### config.mk
export PLATFORM = sky130hd
export DESIGN_NAME = i2c_mst_ctrl_byte
export DESIGN_NICKNAME = d
export VERILOG_FILES = /design/src/rtl/i2c_mst_ctrl_byte_pkg.sv /design/src/rtl/i2c_mst_ctrl_byte.sv
export SDC_FILE = /design/constraint.sdc
export NUM_CORES = 1
export LEC_CHECK = 0
export ABC_AREA = 0
export CAP_MARGIN = 15
export CORE_MARGIN = 8
export CORE_UTILIZATION = 55
export CTS_CLUSTER_DIAMETER = 80
export DETAILED_ROUTE_END_ITERATION = 8
export GPL_TIMING_DRIVEN = 0
export PLACE_DENSITY = 0.85
export SLEW_MARGIN = 40
export SYNTH_ARGS = -nofsm -noshare
export SYNTH_HDL_FRONTEND = slang
export SYNTH_SLANG_ARGS = --single-unit
### constraint.sdc
create_clock -name clk -period 4.28 [get_ports clk]
set_clock_uncertainty 0.05 [all_clocks]
set_input_delay 0.856 -clock clk [delete_from_list [all_inputs] [get_ports clk]]
set_output_delay 0.856 -clock clk [all_outputs]
set_load 0.005 [all_outputs]
### src/rtl/i2c_mst_ctrl_byte_pkg.sv
// Shared command encodings for the I2C master byte sequencer and its bit controller.
// Values track i2c_master_defines.v.
package i2c_mst_ctrl_byte_pkg;

    localparam logic [3:0] I2C_CMD_NOP   = 4'b0000;
    localparam logic [3:0] I2C_CMD_START = 4'b0001;
    localparam logic [3:0] I2C_CMD_STOP  = 4'b0010;
    localparam logic [3:0] I2C_CMD_WAIT  = 4'b0011;
    localparam logic [3:0] I2C_CMD_WRITE = 4'b0100;
    localparam logic [3:0] I2C_CMD_READ  = 4'b1000;

endpackage

### src/rtl/i2c_mst_ctrl_byte.sv
// Byte-level I2C command sequencer: expands host byte requests into START / 8 data bits /
// ACK bit / STOP commands for the bit controller, one done pulse per request.
module i2c_mst_ctrl_byte
    import i2c_mst_ctrl_byte_pkg::*;
(
    input  logic       clk,
    input  logic       rstn,
    input  logic       start,
    input  logic       stop,
    input  logic       write,
    input  logic       read,
    input  logic       ack_in,
    input  logic       hold,
    input  logic [7:0] din,
    output logic       done,
    output logic       ack_out,
    output logic [7:0] dout,
    output logic       busy,
    output logic       al_o,
    output logic [3:0] core_cmd,
    output logic       core_txd,
    input  logic       core_ack,
    input  logic       core_rxd,
    input  logic       core_al
);

    typedef enum logic [2:0] {
        ST_IDLE, ST_START, ST_WRITE, ST_READ, ST_ACK, ST_STOP, ST_WAIT
    } state_t;

    state_t     r_state;
    logic [7:0] r_sr;
    logic [2:0] r_cnt;
    logic       r_wasWrite;

    // The next command is loaded on the same edge that sees core_ack, so the bit
    // controller never idles between bits.
    always_ff @(posedge clk or negedge rstn) begin
        if (!rstn) begin
            r_state    <= ST_IDLE;
            r_sr       <= 8'h00;
            r_cnt      <= 3'd0;
            r_wasWrite <= 1'b0;
            core_cmd   <= I2C_CMD_NOP;
            core_txd   <= 1'b1;
            done       <= 1'b0;
            ack_out    <= 1'b0;
            dout       <= 8'h00;
            busy       <= 1'b0;
            al_o       <= 1'b0;
        end else begin
            done <= 1'b0;
            al_o <= 1'b0;
            if (core_al) begin
                r_state  <= ST_IDLE;
                core_cmd <= I2C_CMD_NOP;
                busy     <= 1'b0;
                al_o     <= 1'b1;
            end else begin
                case (r_state)
                    ST_IDLE: begin
                        if (start || write || read) begin
                            r_sr       <= din;
                            r_cnt      <= 3'd7;
                            r_wasWrite <= write;
                        end
                        if (start) begin
                            r_state  <= ST_START;
                            core_cmd <= I2C_CMD_START;
                            busy     <= 1'b1;
                        end else if (write) begin
                            r_state  <= ST_WRITE;
                            core_cmd <= I2C_CMD_WRITE;
                            core_txd <= din[7];
                            busy     <= 1'b1;
                        end else if (read) begin
                            r_state  <= ST_READ;
                            core_cmd <= I2C_CMD_READ;
                            busy     <= 1'b1;
                        end else if (stop) begin
                            r_state  <= ST_STOP;
                            core_cmd <= I2C_CMD_STOP;
                            busy     <= 1'b1;
                        end else if (hold) begin
                            r_state  <= ST_WAIT;
                            core_cmd <= I2C_CMD_WAIT;
                            busy     <= 1'b1;
                        end
                    end
                    ST_START: begin
                        if (core_ack) begin
                            if (write) begin
                                r_state  <= ST_WRITE;
                                core_cmd <= I2C_CMD_WRITE;
                                core_txd <= r_sr[7];
                            end else if (read) begin
                                r_state  <= ST_READ;
                                core_cmd <= I2C_CMD_READ;
                            end else if (stop) begin
                                r_state  <= ST_STOP;
                                core_cmd <= I2C_CMD_STOP;
                            end else begin
                                r_state  <= ST_IDLE;
                                core_cmd <= I2C_CMD_NOP;
                                busy     <= 1'b0;
                                done     <= 1'b1;
                                dout     <= r_sr;
                            end
                        end
                    end
                    ST_WRITE: begin
                        if (core_ack) begin
                            r_sr <= {r_sr[6:0], 1'b0};
                            if (r_cnt == 3'd0) begin
                                r_state  <= ST_ACK;
                                core_cmd <= I2C_CMD_READ;
                            end else begin
                                r_cnt    <= r_cnt - 3'd1;
                                core_txd <= r_sr[6];
                            end
                        end
                    end
                    ST_READ: begin
                        if (core_ack) begin
                            r_sr <= {r_sr[6:0], core_rxd};
                            if (r_cnt == 3'd0) begin
                                r_state  <= ST_ACK;
                                core_cmd <= I2C_CMD_WRITE;
                                core_txd <= ack_in;
                            end else begin
                                r_cnt <= r_cnt - 3'd1;
                            end
                        end
                    end
                    ST_ACK: begin
                        if (core_ack) begin
                            if (r_wasWrite) begin
                                ack_out <= core_rxd;
                            end
                            if (stop) begin
                                r_state  <= ST_STOP;
                                core_cmd <= I2C_CMD_STOP;
                            end else begin
                                r_state  <= ST_IDLE;
                                core_cmd <= I2C_CMD_NOP;
                                busy     <= 1'b0;
                                done     <= 1'b1;
                                dout     <= r_sr;
                            end
                        end
                    end
                    ST_STOP: begin
                        if (core_ack) begin
                            r_state  <= ST_IDLE;
                            core_cmd <= I2C_CMD_NOP;
                            busy     <= 1'b0;
                            done     <= 1'b1;
                            dout     <= r_sr;
                        end
                    end
                    ST_WAIT: begin
                        if (!hold) begin
                            r_state  <= ST_IDLE;
                            core_cmd <= I2C_CMD_NOP;
                            busy     <= 1'b0;
                        end
                    end
                    default: begin
                        r_state  <= ST_IDLE;
                        core_cmd <= I2C_CMD_NOP;
                        busy     <= 1'b0;
                    end
                endcase
            end
        end
    end

endmodule

==> impl_results.md <==
* Number of synthesized flops with an enable pin at 0
* Yosys reg bits at 32
* # DRC at 0
* Initial antenna violation count at 0
* # resized after CTS at 0
* Internal Power at ~0.00094 W
* Total die area at between 5000 and 6000 µm²
* Net Sw Frac at a little under two fifths
* Post-Layout Cell Count at roughly 260
* Clk root buf: clkbuf_4
* P_sw at 0.0005533 W
* Clock latency on the worst-skew pair at about 350 ps
* Setup repair bufs after CTS at 0
* Ant diodes at 0
* Critical Path Fanout Max at 8
* Gate Count Post-Synth at 172
* Final setup vio count at 0
* Type of the worst setup path: in2reg
* Avg Inst Size Synth at 10.43 µm²
* Syn. warnings at 0
* Num CTS Buffers at 5
* Clock power frac at between 10% and 20%
* Post-synthesis sequential area ratio at between 40% and 50%
* Initial DRT Pass Iterations at 4
* Mean number of vias per cell at between 5 and 6
* Final min period at roughly 2300 ps
* PortBufs at 34
* DR vias at between 1000 and 1500
* R2r setup slk at between 2000 and 2500 ps
* Initial drt markers at 79
* Final WL at 4117 µm
* CTS sink cnt at 32
* Hpwl dp at approximately 3100 µm
* Detail Route Antenna Nets at 0
* H-tree levels at 2
* Post-synthesis cell type count at 46
* Core ar. at 3078 µm²
* Max rail drop VDD at 430.5 µV
* WL/cell at 15.96 µm
* IO Count at 36
* Multi-input logic area at 864.6 µm²
* Cts hold-fix bufs at 0
* Vias in the first global route at 1438
* Die W at between 70 and 80 µm
* Main synth FF type: dfrtp_1
* Power per cell area at 658.2 nW/µm²
* Setup crit end kind: flop
* Starting Density at roughly three fifths
* Clock Path Buffers at 2
* Worst EP required at roughly 4500 ps
* Type of origin of the critical path: primary input
* Fin crit share at 53.82%
* Nets at approximately 230
* Pleak at slightly above 1 nW
* Maximum clock frequency at about 0.43 GHz
* Max-cap violations at 0
* Worst hold stages at 1
* Synthesized net count at around 190
* Rows at 20
* Status: finished, final reports clean
* Worst hold slack at ~440 ps
* Slew headroom at 55.01%
* Placed cell count at between 200 and 300
* Post-route setup TNS at 0 ps
* Reg2Reg Depth at 7
* Pin count of the biggest net entering global routing at 33
* Layout fillers at 240
* Grt ovf at 0
* Die span in y at between 70 and 80 µm
* Synth-to-Final Area Change at 26.22%
* Worst Tran Pin Value at a little under 700 ps
* GPL Wtd Cong at between 0.9 and 1
* Final total power at approximately 0.0015 W
* Final Hold Viols at 0
* Critical path data arrival time at between 2000 and 3000 ps
* Comb power frac at around 50%
* Flop pwr share at about a third
* Synthesized area at approximately 1800 µm²
* Max-slew violation count at 0
* Reg clk slew, reported paths at approximately 90 ps
* RSZ-0062 raised after global routing: no
* Register area at 802.0 µm²
* Worst hold path type: reg2reg
* CTS tree: built
* GRT Total Usage at 16.62%
* Global-route wire length before repair at 6851 µm
* Layout cells sized above 1 at 17.29%
* Ys async rst share at 100.0%
[kinds of logic after synthesis]
family | count (synthesis) | share of synthesized area (%)
and+or+nand+nor | 46 | 13.81
AOI/OAI and AO/OA | 43 | 15.69
DFF | 32 | 44.70
buffers and inverters | 22 | 7.112
muxes | 27 | 17.29
adders and majority gates | 2 | 1.394
[cells in the final DEF (no fill, tap or decap), types with 5 or more instances in the layout]
cell type and n:
buf_2 7, mux2_1 10, o21ai_0 7, inv_1 9
mux2i_1 13, dfrtp_1 31, a21oi_1 5, clkbuf_4 5
nand2_1 15, o21ai_1 12, clkdlybuf4s50_1 33, nor2_1 13
[layout make-up]
type                    instances  area share, %
multi-input cells             118          38.18
flip-flops and latches         32          35.41
clock buffers                   5          1.657
plain buffers                  12          3.978
inverters                      10          1.657
well taps                      44          2.431
repair buffers                 34          14.81
clock inverters                 3          1.878
[cells in the mapped netlist, drive strengths merged (2+ instances only)]
cell type | count | share of area [%]
nor4 | 2 | 1.9
dfrtp | 31 | 43
nor3 | 4 | 1.1
a211oi | 2 | 1.1
nand4 | 2 | 0.70
mux2 | 13 | 8.8
nand2 | 16 | 3.8
buf | 12 | 5.0
inv | 10 | 2.1
nor2 | 15 | 3.7
ha | 2 | 1.4
mux2i | 13 | 7.3
a21oi | 6 | 1.9
nand2b | 2 | 0.70
o21ai | 21 | 6.3
a32oi | 3 | 1.5
[sequential cells by signal, summed over array words and instances (netlist names)]
name        count
dout            8
r_sr            8
core_cmd        4
r_cnt           3
r_state         3
ack_out         1
al_o            1
busy            1
core_txd        1
done            1
r_wasWrite      1
[critical path, stage by stage]
cell             delay (ps)
clkdlybuf4s50_1         710
inv_2                    80
a21oi_1                 150
nor2_1                   50
o311ai_1                310
mux2_1                  360
[per-layer routing]
metal	share of wire (%)	vias up	track usage (%)
li1	-	695	-
met1	41	688	19.79
met2	49	67	27.01
met3	9.3	4	5.907
met4	0.92	0	5.556
met5	0	-	0
[power by group through the flow]
| stage | registers [W] | clock network [W] | logic, W |
|---|---|---|---|
| 3_5_place_dp | 0.000521 | 0 | 0.000746 |
| 3_3_place_gp | 0.000509 | 0 | 0.000714 |
| 2_1_floorplan | 0.000510 | 0 | 0.000478 |
| 6_report | 0.000514 | 0.000229 | 0.000747 |
| 5_1_grt | 0.000528 | 0.000247 | 0.000822 |
| 4_1_cts | 0.000514 | 0.000233 | 0.000752 |
[stage by stage]
stage	instance area, µm²	worst slack, ps	util [%]
finish	2265	1976	73.58
global route	2265	1908	73.58
CTS	2265	1988	73.58
detailed placement	2185	1642	70.98
global placement	2190	1688	71.14
floorplan	1794	2184	-
[path summary, 6_finish.rpt]
kind	from	endpoint
min	r_cnt[1]	r_cnt[1]
max reg2reg	r_cnt[0]	core_cmd[3]
max in group asynchronous	rstn	r_cnt[1]
max	start	core_txd
min reg2reg	r_cnt[1]	r_cnt[1]
min in group asynchronous	rstn	done
Power figures use the tool's default switching activity.
